<file path="config.mk">
export PLATFORM = sky130hd
export DESIGN_NAME = pong_game_ctrl_flat
export DESIGN_NICKNAME = d
export VERILOG_FILES = /design/src/rtl/pong_pkg.sv /design/src/rtl/pong_game_ctrl_if.sv /design/src/rtl/frame_tick_gen.sv /design/src/rtl/pong_game_ctrl.sv /design/src/flat_wrapper.sv
export SDC_FILE = /design/constraint.sdc
export NUM_CORES = 1
export LEC_CHECK = 0
export ABC_AREA = 1
export CAP_MARGIN = 20
export CORE_MARGIN = 5
export CORE_UTILIZATION = 59
export CTS_BUF_LIST = sky130_fd_sc_hd__clkbuf_4 sky130_fd_sc_hd__clkbuf_8
export DETAILED_ROUTE_END_ITERATION = 12
export PLACE_DENSITY = 0.84
export SETUP_SLACK_MARGIN = 0.02
export SYNTH_ARGS = -nofsm -noshare
export SYNTH_HDL_FRONTEND = slang
export SYNTH_HIERARCHICAL = 1
export SYNTH_SLANG_ARGS = --single-unit
</file>
<file path="constraint.sdc">
create_clock -name clock_50MHz -period 3.1 [get_ports clock_50MHz]
set_input_delay 0.31 -clock clock_50MHz [delete_from_list [all_inputs] [get_ports clock_50MHz]]
set_output_delay 0.31 -clock clock_50MHz [all_outputs]
set_load 0.01 [all_outputs]
</file>
<file path="src/rtl/pong_pkg.sv">
// pong_pkg: shared definitions for the Pong game sequencer.
//   - game_state_t : FSM state encoding, exported on game_state
//   - playfield, paddle and ball geometry constants
//   - reset / serve positions
//   - paddle_move(): one tick of paddle motion, clamped to the playfield
package pong_pkg;

    typedef enum logic [2:0] {
        ST_IDLE     = 3'd0,
        ST_SERVE    = 3'd1,
        ST_PLAY     = 3'd2,
        ST_SCORE    = 3'd3,
        ST_GAMEOVER = 3'd4
    } game_state_t;

    localparam int SCREEN_W    = 640;
    localparam int SCREEN_H    = 480;
    localparam int PADDLE_W    = 8;
    localparam int PADDLE_H    = 64;
    localparam int BALL_SIZE   = 8;
    localparam int P1_X        = 16;
    localparam int P2_X        = 616;
    localparam int PADDLE_STEP = 4;
    localparam int BALL_SPEED  = 2;
    localparam int MAX_SCORE   = 9;

    localparam logic [9:0] PADDLE_Y0 = 10'd208;
    localparam logic [9:0] BALL_X0   = 10'd316;
    localparam logic [9:0] BALL_Y0   = 10'd236;

    // Work at 11 bits so the subtract cannot wrap and the add cannot
    // overflow before the clamp; truncate only after clamping.
    function automatic logic [9:0] paddle_move(input logic [9:0] y,
                                               input logic       up,
                                               input logic       down);
        logic [10:0] y_ext;
        logic [10:0] res;
        y_ext = {1'b0, y};
        res   = y_ext;
        if (up && !down) begin
            res = (y_ext < 11'(PADDLE_STEP)) ? 11'd0 : y_ext - 11'(PADDLE_STEP);
        end else if (down && !up) begin
            res = (y_ext + 11'(PADDLE_STEP) > 11'(SCREEN_H - PADDLE_H)) ?
                  11'(SCREEN_H - PADDLE_H) : y_ext + 11'(PADDLE_STEP);
        end
        return 10'(res);
    endfunction

endpackage

</file>
<file path="src/rtl/pong_game_ctrl_if.sv">
// pong_game_ctrl_if: player inputs and game outputs of the Pong sequencer.
//   slave  : the game controller (takes buttons/start, drives coordinates,
//            scores, state and frame_tick)
//   master : the environment (buttons, start) that consumes the outputs
interface pong_game_ctrl_if;

    logic       start;
    logic       p1_up;
    logic       p1_down;
    logic       p2_up;
    logic       p2_down;
    logic [9:0] x1;
    logic [9:0] y1;
    logic [9:0] x2;
    logic [9:0] y2;
    logic [9:0] xb;
    logic [9:0] yb;
    logic [3:0] score1;
    logic [3:0] score2;
    logic [2:0] game_state;
    logic       frame_tick;

    modport master (
        output start, p1_up, p1_down, p2_up, p2_down,
        input  x1, y1, x2, y2, xb, yb, score1, score2, game_state, frame_tick
    );

    modport slave (
        input  start, p1_up, p1_down, p2_up, p2_down,
        output x1, y1, x2, y2, xb, yb, score1, score2, game_state, frame_tick
    );

endinterface

</file>
<file path="src/rtl/frame_tick_gen.sv">
// frame_tick_gen: free-running divider producing one tick per FRAME_DIV clocks.
//   clk  : clock
//   rst  : synchronous active-high reset (counter to 0)
//   tick : high for the single cycle in which the counter is FRAME_DIV-1
module frame_tick_gen #(
    parameter int FRAME_DIV = 833333
) (
    input  logic clk,
    input  logic rst,
    output logic tick
);

    localparam int CW = (FRAME_DIV > 1) ? $clog2(FRAME_DIV) : 1;

    logic [CW-1:0] cnt;

    always_ff @(posedge clk) begin
        if (rst)       cnt <= '0;
        else if (tick) cnt <= '0;
        else           cnt <= cnt + CW'(1);
    end

    assign tick = (cnt == CW'(FRAME_DIV - 1));

endmodule

</file>
<file path="src/rtl/pong_game_ctrl.sv">
// pong_game_ctrl: Pong game sequencer.
//   clock_50MHz : sole clock
//   rst         : synchronous active-high reset
//   bus (slave) : start / paddle buttons in; paddle and ball top-left
//                 corners, scores, game_state and frame_tick out
// All game updates happen on the edge that samples frame_tick=1, except the
// start-edge transitions out of IDLE and GAMEOVER which are taken at once.
module pong_game_ctrl
    import pong_pkg::*;
#(
    parameter int FRAME_DIV   = 833333,
    parameter int SERVE_DELAY = 60
) (
    input  logic              clock_50MHz,
    input  logic              rst,
    pong_game_ctrl_if.slave   bus
);

    localparam int DW = (SERVE_DELAY > 1) ? $clog2(SERVE_DELAY + 1) : 1;

    localparam logic [10:0] SPD   = 11'(BALL_SPEED);
    localparam logic [10:0] BSZ   = 11'(BALL_SIZE);
    localparam logic [10:0] PH    = 11'(PADDLE_H);
    localparam logic [10:0] L_HIT = 11'(P1_X + PADDLE_W + BALL_SPEED);
    localparam logic [10:0] R_HIT = 11'(P2_X);
    localparam logic [10:0] SW    = 11'(SCREEN_W);
    localparam logic [10:0] SH    = 11'(SCREEN_H);

    logic tick;

    frame_tick_gen #(.FRAME_DIV(FRAME_DIV)) u_tick (
        .clk  (clock_50MHz),
        .rst  (rst),
        .tick (tick)
    );

    game_state_t   state_q, state_d;
    logic [9:0]    y1_q, y1_d, y2_q, y2_d;
    logic [9:0]    xb_q, xb_d, yb_q, yb_d;
    logic          dx_q, dx_d, dy_q, dy_d;   // 1 = increasing coordinate
    logic [3:0]    s1_q, s1_d, s2_q, s2_d;
    logic [DW-1:0] dly_q, dly_d;
    logic          start_q;
    logic          start_rise;
    logic          dly_done;

    // Candidate ball motion for this tick, evaluated from the current
    // (pre-update) ball and paddle positions.
    logic [10:0] xb_ext, yb_ext, y1_ext, y2_ext;
    logic        ov1, ov2;
    logic [9:0]  xb_nx, yb_nx;
    logic        dx_nx, dy_nx;
    logic        miss_l, miss_r;

    assign start_rise = bus.start & ~start_q;
    assign dly_done   = (dly_q == DW'(SERVE_DELAY - 1));

    always_comb begin
        xb_ext = {1'b0, xb_q};
        yb_ext = {1'b0, yb_q};
        y1_ext = {1'b0, y1_q};
        y2_ext = {1'b0, y2_q};
        ov1    = (yb_ext + BSZ > y1_ext) && (yb_ext < y1_ext + PH);
        ov2    = (yb_ext + BSZ > y2_ext) && (yb_ext < y2_ext + PH);

        yb_nx  = yb_q;
        dy_nx  = dy_q;
        if (!dy_q) begin
            if (yb_ext < SPD) begin
                yb_nx = 10'd0;
                dy_nx = 1'b1;
            end else begin
                yb_nx = 10'(yb_ext - SPD);
            end
        end else begin
            if (yb_ext + BSZ + SPD > SH) begin
                yb_nx = 10'(SH - BSZ);
                dy_nx = 1'b0;
            end else begin
                yb_nx = 10'(yb_ext + SPD);
            end
        end

        xb_nx  = xb_q;
        dx_nx  = dx_q;
        miss_l = 1'b0;
        miss_r = 1'b0;
        if (!dx_q) begin
            // Compare xb against the hit line plus speed so nothing underflows.
            if (xb_ext <= L_HIT && ov1) begin
                xb_nx = 10'(P1_X + PADDLE_W);
                dx_nx = 1'b1;
            end else if (xb_ext < SPD) begin
                miss_l = 1'b1;
            end else begin
                xb_nx = 10'(xb_ext - SPD);
            end
        end else begin
            if (xb_ext + BSZ + SPD >= R_HIT && ov2) begin
                xb_nx = 10'(P2_X - BALL_SIZE);
                dx_nx = 1'b0;
            end else if (xb_ext + BSZ + SPD > SW) begin
                miss_r = 1'b1;
            end else begin
                xb_nx = 10'(xb_ext + SPD);
            end
        end
    end

    always_comb begin
        state_d = state_q;
        y1_d    = y1_q;
        y2_d    = y2_q;
        xb_d    = xb_q;
        yb_d    = yb_q;
        dx_d    = dx_q;
        dy_d    = dy_q;
        s1_d    = s1_q;
        s2_d    = s2_q;
        dly_d   = dly_q;

        case (state_q)
            ST_IDLE: begin
                if (start_rise) state_d = ST_SERVE;
            end

            ST_SERVE: begin
                if (tick) begin
                    y1_d = paddle_move(y1_q, bus.p1_up, bus.p1_down);
                    y2_d = paddle_move(y2_q, bus.p2_up, bus.p2_down);
                    if (dly_done) state_d = ST_PLAY;
                    else          dly_d   = dly_q + DW'(1);
                end
            end

            ST_PLAY: begin
                if (tick) begin
                    y1_d = paddle_move(y1_q, bus.p1_up, bus.p1_down);
                    y2_d = paddle_move(y2_q, bus.p2_up, bus.p2_down);
                    yb_d = yb_nx;
                    dy_d = dy_nx;
                    // On a miss xb and dx stay put: dx still points at the
                    // player who conceded, which is where the next serve goes.
                    if (miss_l) begin
                        s2_d    = s2_q + 4'd1;
                        state_d = ST_SCORE;
                    end else if (miss_r) begin
                        s1_d    = s1_q + 4'd1;
                        state_d = ST_SCORE;
                    end else begin
                        xb_d = xb_nx;
                        dx_d = dx_nx;
                    end
                end
            end

            ST_SCORE: begin
                if (tick) begin
                    if (dly_done) begin
                        if (s1_q == 4'(MAX_SCORE) || s2_q == 4'(MAX_SCORE)) begin
                            state_d = ST_GAMEOVER;
                        end else begin
                            state_d = ST_SERVE;
                            xb_d    = BALL_X0;
                            yb_d    = BALL_Y0;
                        end
                    end else begin
                        dly_d = dly_q + DW'(1);
                    end
                end
            end

            ST_GAMEOVER: begin
                if (start_rise) begin
                    s1_d    = 4'd0;
                    s2_d    = 4'd0;
                    y1_d    = PADDLE_Y0;
                    y2_d    = PADDLE_Y0;
                    xb_d    = BALL_X0;
                    yb_d    = BALL_Y0;
                    dx_d    = 1'b1;
                    state_d = ST_SERVE;
                end
            end

            default: state_d = ST_IDLE;
        endcase

        // Every state starts its delay count from zero.
        if (state_d != state_q) dly_d = '0;
    end

    always_ff @(posedge clock_50MHz) begin
        if (rst) begin
            state_q <= ST_IDLE;
            y1_q    <= PADDLE_Y0;
            y2_q    <= PADDLE_Y0;
            xb_q    <= BALL_X0;
            yb_q    <= BALL_Y0;
            dx_q    <= 1'b1;
            dy_q    <= 1'b1;
            s1_q    <= 4'd0;
            s2_q    <= 4'd0;
            dly_q   <= '0;
            start_q <= 1'b0;
        end else begin
            state_q <= state_d;
            y1_q    <= y1_d;
            y2_q    <= y2_d;
            xb_q    <= xb_d;
            yb_q    <= yb_d;
            dx_q    <= dx_d;
            dy_q    <= dy_d;
            s1_q    <= s1_d;
            s2_q    <= s2_d;
            dly_q   <= dly_d;
            start_q <= bus.start;
        end
    end

    assign bus.x1         = 10'(P1_X);
    assign bus.x2         = 10'(P2_X);
    assign bus.y1         = y1_q;
    assign bus.y2         = y2_q;
    assign bus.xb         = xb_q;
    assign bus.yb         = yb_q;
    assign bus.score1     = s1_q;
    assign bus.score2     = s2_q;
    assign bus.game_state = state_q;
    assign bus.frame_tick = tick;

endmodule

</file>
<file path="src/flat_wrapper.sv">
// flat-port wrapper written by rule: the top's interface ports become plain ports
module pong_game_ctrl_flat import pong_pkg::*;
#(
    parameter int FRAME_DIV   = 833333,
    parameter int SERVE_DELAY = 60
)
  (clock_50MHz, rst, bus_start, bus_p1_up, bus_p1_down, bus_p2_up, bus_p2_down, bus_x1, bus_y1, bus_x2, bus_y2, bus_xb, bus_yb, bus_score1, bus_score2, bus_game_state, bus_frame_tick);
  pong_game_ctrl_if bus_i ();
  input  logic clock_50MHz;
  input  logic rst;
  input wire logic [$bits(bus_i.start)-1:0] bus_start;
  input wire logic [$bits(bus_i.p1_up)-1:0] bus_p1_up;
  input wire logic [$bits(bus_i.p1_down)-1:0] bus_p1_down;
  input wire logic [$bits(bus_i.p2_up)-1:0] bus_p2_up;
  input wire logic [$bits(bus_i.p2_down)-1:0] bus_p2_down;
  output wire logic [$bits(bus_i.x1)-1:0] bus_x1;
  output wire logic [$bits(bus_i.y1)-1:0] bus_y1;
  output wire logic [$bits(bus_i.x2)-1:0] bus_x2;
  output wire logic [$bits(bus_i.y2)-1:0] bus_y2;
  output wire logic [$bits(bus_i.xb)-1:0] bus_xb;
  output wire logic [$bits(bus_i.yb)-1:0] bus_yb;
  output wire logic [$bits(bus_i.score1)-1:0] bus_score1;
  output wire logic [$bits(bus_i.score2)-1:0] bus_score2;
  output wire logic [$bits(bus_i.game_state)-1:0] bus_game_state;
  output wire logic [$bits(bus_i.frame_tick)-1:0] bus_frame_tick;
  assign bus_i.start = bus_start;
  assign bus_i.p1_up = bus_p1_up;
  assign bus_i.p1_down = bus_p1_down;
  assign bus_i.p2_up = bus_p2_up;
  assign bus_i.p2_down = bus_p2_down;
  assign bus_x1 = bus_i.x1;
  assign bus_y1 = bus_i.y1;
  assign bus_x2 = bus_i.x2;
  assign bus_y2 = bus_i.y2;
  assign bus_xb = bus_i.xb;
  assign bus_yb = bus_i.yb;
  assign bus_score1 = bus_i.score1;
  assign bus_score2 = bus_i.score2;
  assign bus_game_state = bus_i.game_state;
  assign bus_frame_tick = bus_i.frame_tick;
  pong_game_ctrl #(.FRAME_DIV(FRAME_DIV), .SERVE_DELAY(SERVE_DELAY)) u_core (.clock_50MHz(clock_50MHz), .rst(rst), .bus(bus_i));
endmodule
</file>
# After elaboration in Yosys (flattened, before gate mapping)
# Index checks and enable logic that the tools add are counted.
[totals] in_bits=7 output_inout_bits=72 ff_bits=80 word_cells=171
[classes] eq_ne=23 reduce_logical=31 order_cmp=14 mux=70 bitwise=3 n_addsub=18
[op_table] op="2-to-1 mux 10 bit" count=31
[op_table] op="one-hot mux 10 bit (3 select lines)" count=2
[op_table] op="one-hot mux 10 bit (2 select lines)" count=2
[op_table] op="> comparator 11 x 9 -> 1 bit (second input constant)" count=3
[op_table] op="2-to-1 mux 3 bit" count=9
[op_table] op="2-to-1 mux 4 bit" count=6
[op_table] op="adder 10 x 3 -> 11 bit (second input constant)" count=2
[op_table] op="adder 10 x 4 -> 11 bit (second input constant)" count=2
[op_table] op="adder 10 x 7 -> 11 bit (second input constant)" count=2
[op_table] op="adder 11 x 2 -> 11 bit (second input constant)" count=2
[op_table] op="> comparator 11 x 10 -> 1 bit" count=2
[op_table] op="less-than comparator 10 x 11 -> 1 bit" count=2
[op_table] op="adder 10 x 2 -> 10 bit (second input constant)" count=2
[op_table] op="adder 20 x 1 -> 20 bit (second input constant)" count=1
[op_table] op="equality test 20 bit (second input constant)" count=1
[op_table] op="less-than comparator 10 x 2 -> 1 bit (second input constant)" count=2
[op_table] op="less-than comparator 10 x 3 -> 1 bit (second input constant)" count=2
[op_table] op="subtractor 10 x 2 -> 10 bit (second input constant)" count=2
[op_table] op="subtractor 10 x 3 -> 10 bit (second input constant)" count=2
[op_table] op="2-to-1 mux 1 bit" count=16
[op_table] op="one-hot mux 4 bit (2 select lines)" count=2
[op_table] op="one-hot mux 3 bit (4 select lines)" count=1
[op_table] op="AND reduction 4 bit" count=3
[op_table] op=">= comparator 11 x 10 -> 1 bit (second input constant)" count=1
[op_table] op="other kinds (30)" count=59

# Longest topological paths before layout
[logic_depth] word_depth=12 depth_mapped=22 ltp_nobuf=22

# Hierarchy
# The synthesis kept the hierarchy.
[modules_own_cells] module="pong_game_ctrl" area_each_um2=5564.1 seq_area_each_um2=1081.0 n_inst=1 cells_each=882
[modules_own_cells] module="frame_tick_gen" area_each_um2=1149.9 seq_area_each_um2=400.4 n_inst=1 cells_each=163

# Worst setup path after synthesis
# No wires, ideal clock.
[synth_timing] path_kind="register to register" start="reg u_core.yb_q[4], in the netlist u_core/bus.yb[4]" end="reg u_core.s1_q[0], in the netlist u_core/bus.score1[0]" t_arrival_ps=2620 stages_incl_launch_ff=18 n_path_buf=0 required_time_ps=2984 path_slack_ps=364 setup_time_ps=116 path_cell_list="dfxtp_1 ha_1 nand4_1 xor2_1 ha_1 and3_1 nand2_1 nand2_1 nand2_1 nand2_1 nand2_1 nand4_1 nand2_1 inv_1 nand2_1 clkinv_1 nor2_1 nor2_1"
[synth_between] elab_chain_cells=8 elab_cells_between_ends=16 cone_classes="add/sub: 1; order compare: 4; eq/ne: 2; mux: 4; reduce/logical: 5"
[synth_rtl] element="from (decl)" line_no="pong_game_ctrl.sv:39" text="logic [9:0] xb_q, xb_d, yb_q, yb_d;"
[synth_rtl] element="from (signal assigned)" line_no="pong_game_ctrl.sv:211" text="yb_q <= yb_d;"
[synth_rtl] element="adder 10 x 4 -> 11 bit" line_no="pong_game_ctrl.sv:63, pong_game_ctrl.sv:64"
[synth_rtl] element="> comparator 11 x 10 -> 1 bit (on tied branches)" line_no="pong_game_ctrl.sv:64, pong_game_ctrl.sv:63"
[synth_rtl] element="logical AND 1 bit (on tied branches)" line_no="pong_game_ctrl.sv:64, pong_game_ctrl.sv:63"
[synth_rtl] element="logical AND 1 bit (on tied branches)" line_no="pong_game_ctrl.sv:99, pong_game_ctrl.sv:90"
[synth_rtl] element="2-to-1 mux 1 bit (on tied branches)" line_no="pong_game_ctrl.sv:99, pong_game_ctrl.sv:90"
[synth_rtl] element="2-to-1 mux 1 bit" line_no="pong_game_ctrl.sv:88" text="if (!dx_q) begin"
[synth_rtl] element="inequality test 2 x 1 -> 1 bit (no line) or inequality test 2 bit (tied branches)"
[synth_rtl] element="AND reduction 5 bit (no line) (*)"
[synth_rtl] element="to (signal assigned)" line_no="pong_game_ctrl.sv:202" text="s1_q <= 4'd0;"
[synth_rtl] element="to (signal assigned)" line_no="pong_game_ctrl.sv:214" text="s1_q <= s1_d;"
[synth_rtl] element="to (decl)" line_no="pong_game_ctrl.sv:41" text="logic [3:0] s1_q, s1_d, s2_q, s2_d;"
# Mark *: on every way between the ends. The rest lies on a longest branch, timed or not.
# A chain may end at the register's enable or synchronous reset.

# Worst setup path after layout
[layout_timing] start="reg u_core.yb_q[3], in the netlist u_core/bus.yb[3]" end="reg u_core.xb_q[5], in the netlist u_core/bus.xb[5]"
[layout_between] elab_chain_cells=10 elab_cells_between_ends=25 cone_classes="add/sub: 1; order compare: 4; eq/ne: 4; mux: 11; reduce/logical: 5"
[layout_rtl] element="adder 10 x 4 -> 11 bit" line_no="pong_game_ctrl.sv:63, pong_game_ctrl.sv:64"
[layout_rtl] element="> comparator 11 x 10 -> 1 bit (on tied branches)" line_no="pong_game_ctrl.sv:63, pong_game_ctrl.sv:64"
[layout_rtl] element="logical AND 1 bit (on tied branches)" line_no="pong_game_ctrl.sv:63, pong_game_ctrl.sv:64"
[layout_rtl] element="logical AND 1 bit (on tied branches)" line_no="pong_game_ctrl.sv:90, pong_game_ctrl.sv:99"
[layout_rtl] element="2-to-1 mux 10 bit (on tied branches)" line_no="pong_game_ctrl.sv:90, pong_game_ctrl.sv:99"
[layout_rtl] element="2-to-1 mux 10 bit" line_no="pong_game_ctrl.sv:88"
[layout_rtl] element="2-to-1 mux 10 bit" line_no="pong_game_ctrl.sv:147" text="end else if (miss_r) begin"
[layout_rtl] element="2-to-1 mux 10 bit" line_no="pong_game_ctrl.sv:144" text="if (miss_l) begin"
[layout_rtl] element="2-to-1 mux 10 bit" line_no="pong_game_ctrl.sv:137" text="if (tick) begin"
[layout_rtl] element="one-hot mux 10 bit (3 select lines)" line_no="pong_game_ctrl.sv:122" text="case (state_q)"
[layout_rtl] element="to (signal assigned)" line_no="pong_game_ctrl.sv:198" text="xb_q <= BALL_X0;"
[layout_rtl] element="to (signal assigned)" line_no="pong_game_ctrl.sv:210" text="xb_q <= xb_d;"
[layout_rtl] element="to (decl)" line_no="pong_game_ctrl.sv:39"
# Several ways; a longest one is shown, not always the timed one. The select of a mux whose other input is x is not followed.

==> results.cfg <==
[clock_network]
cts.sinks = 74
cts_hold_buffers = 0
cts_root_buf = clkbuf_8
cts_buffers = 9
clkLatencyLatePin_ns = 0.36
htreeDepth = 3
cts_tree = built
clk_pin_slew_ns = 0.09
cts_buffer_depth = 2

[yosys]
syn_area_per_cell_um2 = 6.42
mappedNetlistArea_um2 = 6710
async_flop_share = 0
synthesis.instances = 1045
synth_area_leaders = dfxtp_1 22%, nand2_1 13%, ha_1 9.9%
synth_top_area_frac = 0.221
synth_edf_count = 0
ys_ff_latch = 74
synth_top_area_cell = dfxtp_1
ys.flop_type = dfxtp_1
synth_warnings = 6
synth_cell_types = 50
seq_area_frac_synth = 0.221

[global_route]
grt_pass1_vias = 6189
grt.overflow.total = 0
grt_max_degree = 29
grt_pass1_wl_mm = 29.6
grt_antenna_before_repair = 0
grt_use_total = 0.265

[sta]
worst_slew_pin_slew_ns = 0.652
fmax_mhz = 351
whs_ns = 0.490
slew_viol_final = 0
finalCriticalPeriod_ns = 2.85
setup_viol = 0
post-route-period-util = 0.919
finalClockSkew_ns = 0.00919
final-hold-violation-count = 0
slew_headroom = 0.561

[place]
io_buffers = 52
dp.cells = 1233
hpwl_mm = 13.6
dpl_cell_area_um2 = 7320
gp_congestion = 0.995

[drt]
postRouteAntennaNets = 0
vias_per_cell = 5.54
dr.first_iter.drc_count = 662
dr.pass1.iters = 7
vias = 6938
route.detailed.drc = 0
wirelength_mm = 18.0
wl_per_cell_um = 14.4

[critical_path]
endpoint_kind = flop
start_kind = flop
critPathMaxFanout = 7
required_ns = 3.42
rrSetupSlack_ns = 0.25
slowest_delay_ns = 0.40
crit_end = u_core/bus.xb[5]
critPathKind = flop to flop
startpoint = u_core/bus.yb[3]
reg2reg_depth = 20
r2r_end = u_core/bus.xb[5]
crit_chain = ha_2, nand2_1, nand2_1, inv_1, ha_1, nand2_1, nor2_2, nand2_1, nand2_1, nand2_1, nand2_1, nand2_1, nand2_1, nand2_1, nand4_1, nand2_1, nor2_4, clkbuf_2, o21ai_0, nand2_1
cp_common_cell = nand2_1
worst_ep_arrival_time_ns = 3.17
crit_path_top_delay_cell = dfxtp_4
r2r_start = u_core/bus.yb[3]

[power_and_ir_drop]
p_int_uw = 1370
cellPowerDensity_nw_per_um2 = 247
peakVddDrop_uv = 202
clkPwrFrac = 0.438
seqPwrFrac = 0.510
netSwitchingFraction = 0.271
power_switching_uw = 509
p_leak_uw = 0.00327
power_frac_comb = 0.052
power_uw = 1880

[run_status]
status = completed

[layout]
drive_above_1_share = 0.100
area_delta_synth_final_pct = 13.2
design_area_um2 = 7600
nNetsFinal = 1164
diodes = 0
finalNonFillerCells = 1252
final_util = 0.674

[worst_hold_path]
min_path_type = flop to flop

[die]
rows = 39
die_y_um = 117
design.core.area_um2 = 11300
fp.dieW_um = 117
dieArea_um2 = 13600
start_util = 0.596
ios = 79

[job]
max_cap_violations = 0
[through the flow]
step / worst slack, ns / TNS, ns
floorplan: 0.364 / 0
global placement: 0.237 / 0
detailed placement: 0.112 / 0
CTS: 0.102 / 0
global route: -0.0123 / -0.0177
finish: 0.252 / 0
[how the worst min path moves through the flow]
| stage | start | to | slack (ns) | cells after the start |
|---|---|---|---|---|
| floorplan | bus_start | u_core/start_q | 0.45 | 2 |
| global placement | u_core/u_tick/cnt[0] | u_core/u_tick/cnt[0] | 0.47 | 1 |
| detailed placement | u_core/u_tick/cnt[0] | u_core/u_tick/cnt[0] | 0.47 | 1 |
| CTS | u_core/u_tick/cnt[0] | u_core/u_tick/cnt[0] | 0.49 | 1 |
| global route | bus_start | u_core/start_q | 0.52 | 3 |
| finish | u_core/u_tick/cnt[0] | u_core/u_tick/cnt[0] | 0.49 | 1 |
[synthesized netlist by cell type (all sizes together) (6+ instances only)]
master	n
nand2	249
nor2	139
inv	131
nand3	89
dfxtp	74
a21oi	62
o21ai	56
ha	53
xor2	44
buf	38
nand4	19
nor3	17
o211ai	13
clkbuf	11
xnor2	9
a31oi	6
[worst max-delay path, delay by kind of cell (launching register included)]
| family | cells | cell delay (ns) |
|---|---|---|
| buffers and inverters | 2 | 0.31 |
| and+or+nand+nor | 15 | 1.48 |
| adders and majority gates | 2 | 0.51 |
| DFF | 1 | 0.40 |
| AOI/OAI and AO/OA | 1 | 0.11 |
[cells by family after synthesis]
group,synth area share
AND/OR/NAND/NOR,0.354
buffers and inverters,0.123
AO/OA/AOI/OAI,0.129
flip-flops,0.221
adder cells (fa/ha/maj),0.0988
XOR/XNOR,0.0714
other,0.00112
multiplexers,0.00149
[state kept, by name, indices dropped and copies added, names as in the netlist]
name and flops:
u_core/bus.score2 4, u_core/dx_q 1, u_core/start_q 1, u_core/bus.y2 8, u_core/bus.score1 4, u_core/bus.game_state 3, u_core/dly_q 6, u_core/bus.y1 8
u_core/dy_q 1, u_core/u_tick/cnt 20, u_core/bus.xb 9, u_core/bus.yb 9
[final cells by class]
type                       count  area [um^2]
multi-input combinational    811         4530
fill                         980         3670
sequential                    74         1500
timing repair buffer          73          676
inverter                     135          507
tap                          143          179
clock buffer                   9          124
clock inverter                 7         83.8
[placed cells by master, fill, tap and decap left out, types with 41 or more instances in the layout]
master	count
nand2_1	237
inv_1	121
nor2_1	109
nand3_1	85
dfxtp_1	69
a21oi_1	62
clkdlybuf4s50_1	52
ha_1	52
o21ai_0	48
xor2_1	41
[routing by layer]
layer  vias up  global-route usage  part of all wire
met5         -                   0                 0
met4         0              0.0818             0.024
met3        56              0.0358             0.081
met2       329               0.434              0.45
met1      3082               0.365              0.44
li1       3471                   -                 -
[what timing repair did]
item	in CTS	in global routing
endpoints found under the setup margin	0	24
buffers inserted	0	3
resized for setup	0	15
[power by group through the flow]
stage,logic [uW],registers [uW],clock network (uW)
after CTS,96.5,961,843
after detailed placement,96.0,984,0
after global routing,108,960,878
final,97.9,958,822
after floorplan,95.7,983,0
after global placement,95.5,983,0
(Power assumes the default switching activity.)
==> patch: new RTL, config.mk and constraints unchanged <==
`FRAME_DIV` is set to 833333 in 3 places; all go to 208333.
--- a/src/rtl/frame_tick_gen.sv
+++ b/src/rtl/frame_tick_gen.sv
@@ -4,5 +4,5 @@
 //   tick : high for the single cycle in which the counter is FRAME_DIV-1
 module frame_tick_gen #(
-    parameter int FRAME_DIV = 833333
+    parameter int FRAME_DIV = 208333
 ) (
     input  logic clk,
--- a/src/rtl/pong_game_ctrl.sv
+++ b/src/rtl/pong_game_ctrl.sv
@@ -9,5 +9,5 @@
     import pong_pkg::*;
 #(
-    parameter int FRAME_DIV   = 833333,
+    parameter int FRAME_DIV   = 208333,
     parameter int SERVE_DELAY = 60
 ) (
--- a/src/flat_wrapper.sv
+++ b/src/flat_wrapper.sv
@@ -2,5 +2,5 @@
 module pong_game_ctrl_flat import pong_pkg::*;
 #(
-    parameter int FRAME_DIV   = 833333,
+    parameter int FRAME_DIV   = 208333,
     parameter int SERVE_DELAY = 60
 )
Formal check against the unedited RTL: same outputs for any inputs over 4 cycles, from zero or initial values and one cycle with rst high; that may be too few to reach the edited logic, so the function may still have changed.
==> patch against the unedited design <==
- global-route usage decreased by 0.53 points
- sequential cell count decreased by 2
- worst setup slack improved by 36 ps
- maximum frequency increased by 1.3%
- area after synthesis about the same
- design area decreased by 0.72%
- worst hold slack got worse by 20 ps
- power decreased by 4.1%
- synthesized cell count increased by 0.48%
- wire length decreased by 2.1%
- critical endpoint is now u_core/bus.xb[1]
- largest power group unchanged
==> patch: results (changes against the unedited design) <==
| Metric | Value |
|---|---|
| Relative slew slack | `62.7% (was 56.1%)` |
| Largest cells by area after synthesis | `sky130_fd_sc_hd__dfxtp_1, sky130_fd_sc_hd__nand2_1, sky130_fd_sc_hd__ha_1 (unchanged)` |
| Worst hold-check path type | `reg2reg (unchanged)` |
| Final #Nets | `1168 (was 1164)` |
| Number of DRC markers in iteration 0 | `671 (was 662)` |
| Diodes inserted | `0 (unchanged)` |
| Via count of the routed design | `6784 (was 6938)` |
| Crit-path max cell delay | `380 ps (was 400 ps)` |
| Routed len/inst | `14.0 um (was 14.4 um)` |
| Leakage power summed over all cells | `3.33 nW (was 3.27 nW)` |
| Synth top cells by count | `sky130_fd_sc_hd__nand2_1, sky130_fd_sc_hd__nor2_1, sky130_fd_sc_hd__inv_1 (was sky130_fd_sc_hd__nand2_1, sky130_fd_sc_hd__inv_1, sky130_fd_sc_hd__nor2_1)` |
| Detailed-placement wirelength estimate | `13200 um (was 13600 um)` |
| Share of synthesized area occupied by flip-flops and latches | `21.5% (was 22.1%)` |
| Layout cell share with drive strength beyond 1 | `7.91% (was 10.0%)` |
| Number of global-route vias before repair | `6077 (was 6189)` |
| Number of distinct library cells after synthesis | `56 (was 50)` |
| Critical path's slowest cell | `sky130_fd_sc_hd__dfxtp_1 (was sky130_fd_sc_hd__dfxtp_4)` |
| Largest voltage drop on the vdd net | `283 uV (was 202 uV)` |
| Setup clock skew after layout | `15.4 ps (was 9.19 ps)` |
| Top reg by flops | `u_core/u_tick/cnt (unchanged)` |
| Result of the run | `completed (unchanged)` |
| Crit path DAT | `3090 ps (was 3170 ps)` |
| Area of placed instances | `7310 sq um (was 7320 sq um)` |
| Fill count | `1018 (was 980)` |
| Clock-pin transition on the worst setup and hold timing paths | `90 ps (about the same)` |
| Combined global-route utilization of all metal layers | `26.0% (was 26.5%)` |
| First-pass GRT wire length | `28400 um (was 29600 um)` |
| Number of flip-flops in the largest register | `18 (was 20)` |
| CTS Root Buffer Type | `sky130_fd_sc_hd__clkbuf_8 (unchanged)` |
| Pre-Repair DR Iteration Count | `5 (was 7)` |
| Routability cong. | `0.977 (was 0.995)` |
| Max FO, Critical Path | `10 (was 7)` |
| Clock latency on the worst-skew pair | `380 ps (was 360 ps)` |
## patch: stage by stage
stage          power (mW)  setup WS [ps]  cells
2_1_floorplan        1.05            328   1074
3_3_place_gp         1.05            194   1237
3_5_place_dp         1.05            118   1237
4_1_cts              1.81           90.8   1252
5_1_grt              1.86           37.6   1255
6_report             1.80            288   1255
## patch: cell families after synthesis
group / after synthesis / synth area share [%]
simple gates: 547 / 36.4
buf+inv: 183 / 12.3
compound gates: 137 / 12.1
flops: 72 / 21.5
xor+xnor: 56 / 7.70
fa+ha+maj: 53 / 9.88
other cells: 2 / 0.112
## patch: layer usage
metal	track usage (%)	part of all wire [%]	vias to the layer above
met5	0	0	-
met4	9.10	1.9	0
met3	4.92	7.3	32
met2	43.9	46	245
met1	33.3	45	3048
li1	-	-	3459
## patch: what timing repair did
| action | in CTS | in global routing |
|---|---|---|
| gates resized for setup | 0 | 5 |
| endpoints found under the setup margin | 0 | 18 |
| setup buffers | 0 | 3 |
## patch: area by class of cell
type                       instances  area (sq um)  share of cell area [%]
inverter                         134           505                    6.70
tap                              143           179                    2.37
clock inverter                     6          68.8                   0.912
multi-input combinational        819          4550                    60.3
sequential                        72          1440                    19.1
timing repair buffer              72           674                    8.94
clock buffer                       9           124                    1.64
## patch: report_power, final
group,internal (mW),switching [mW]
clock network,0.373,0.399
registers,0.929,0.00611
logic,0.0283,0.0650
## patch: worst paths after layout
kind | end | cells past startpoint | slack [ps] | startpoint
setup reg to reg | u_core/bus.xb[1] | 19 | 290 | u_core/bus.yb[3]
hold / removal | u_core/u_tick/cnt[0] | 1 | 470 | u_core/u_tick/cnt[0]
hold reg to reg | u_core/u_tick/cnt[0] | 1 | 470 | u_core/u_tick/cnt[0]
setup / recovery | u_core/bus.xb[1] | 19 | 290 | u_core/bus.yb[3]
## patch: critical path: cells and delay by family (launching register included)
| kind | cells | cell delay, ps |
|---|---|---|
| adders and majority gates | 2 | 550 |
| AOI/OAI and AO/OA | 1 | 160 |
| DFF | 1 | 380 |
| buffers and inverters | 2 | 270 |
| and+or+nand+nor | 14 | 1360 |
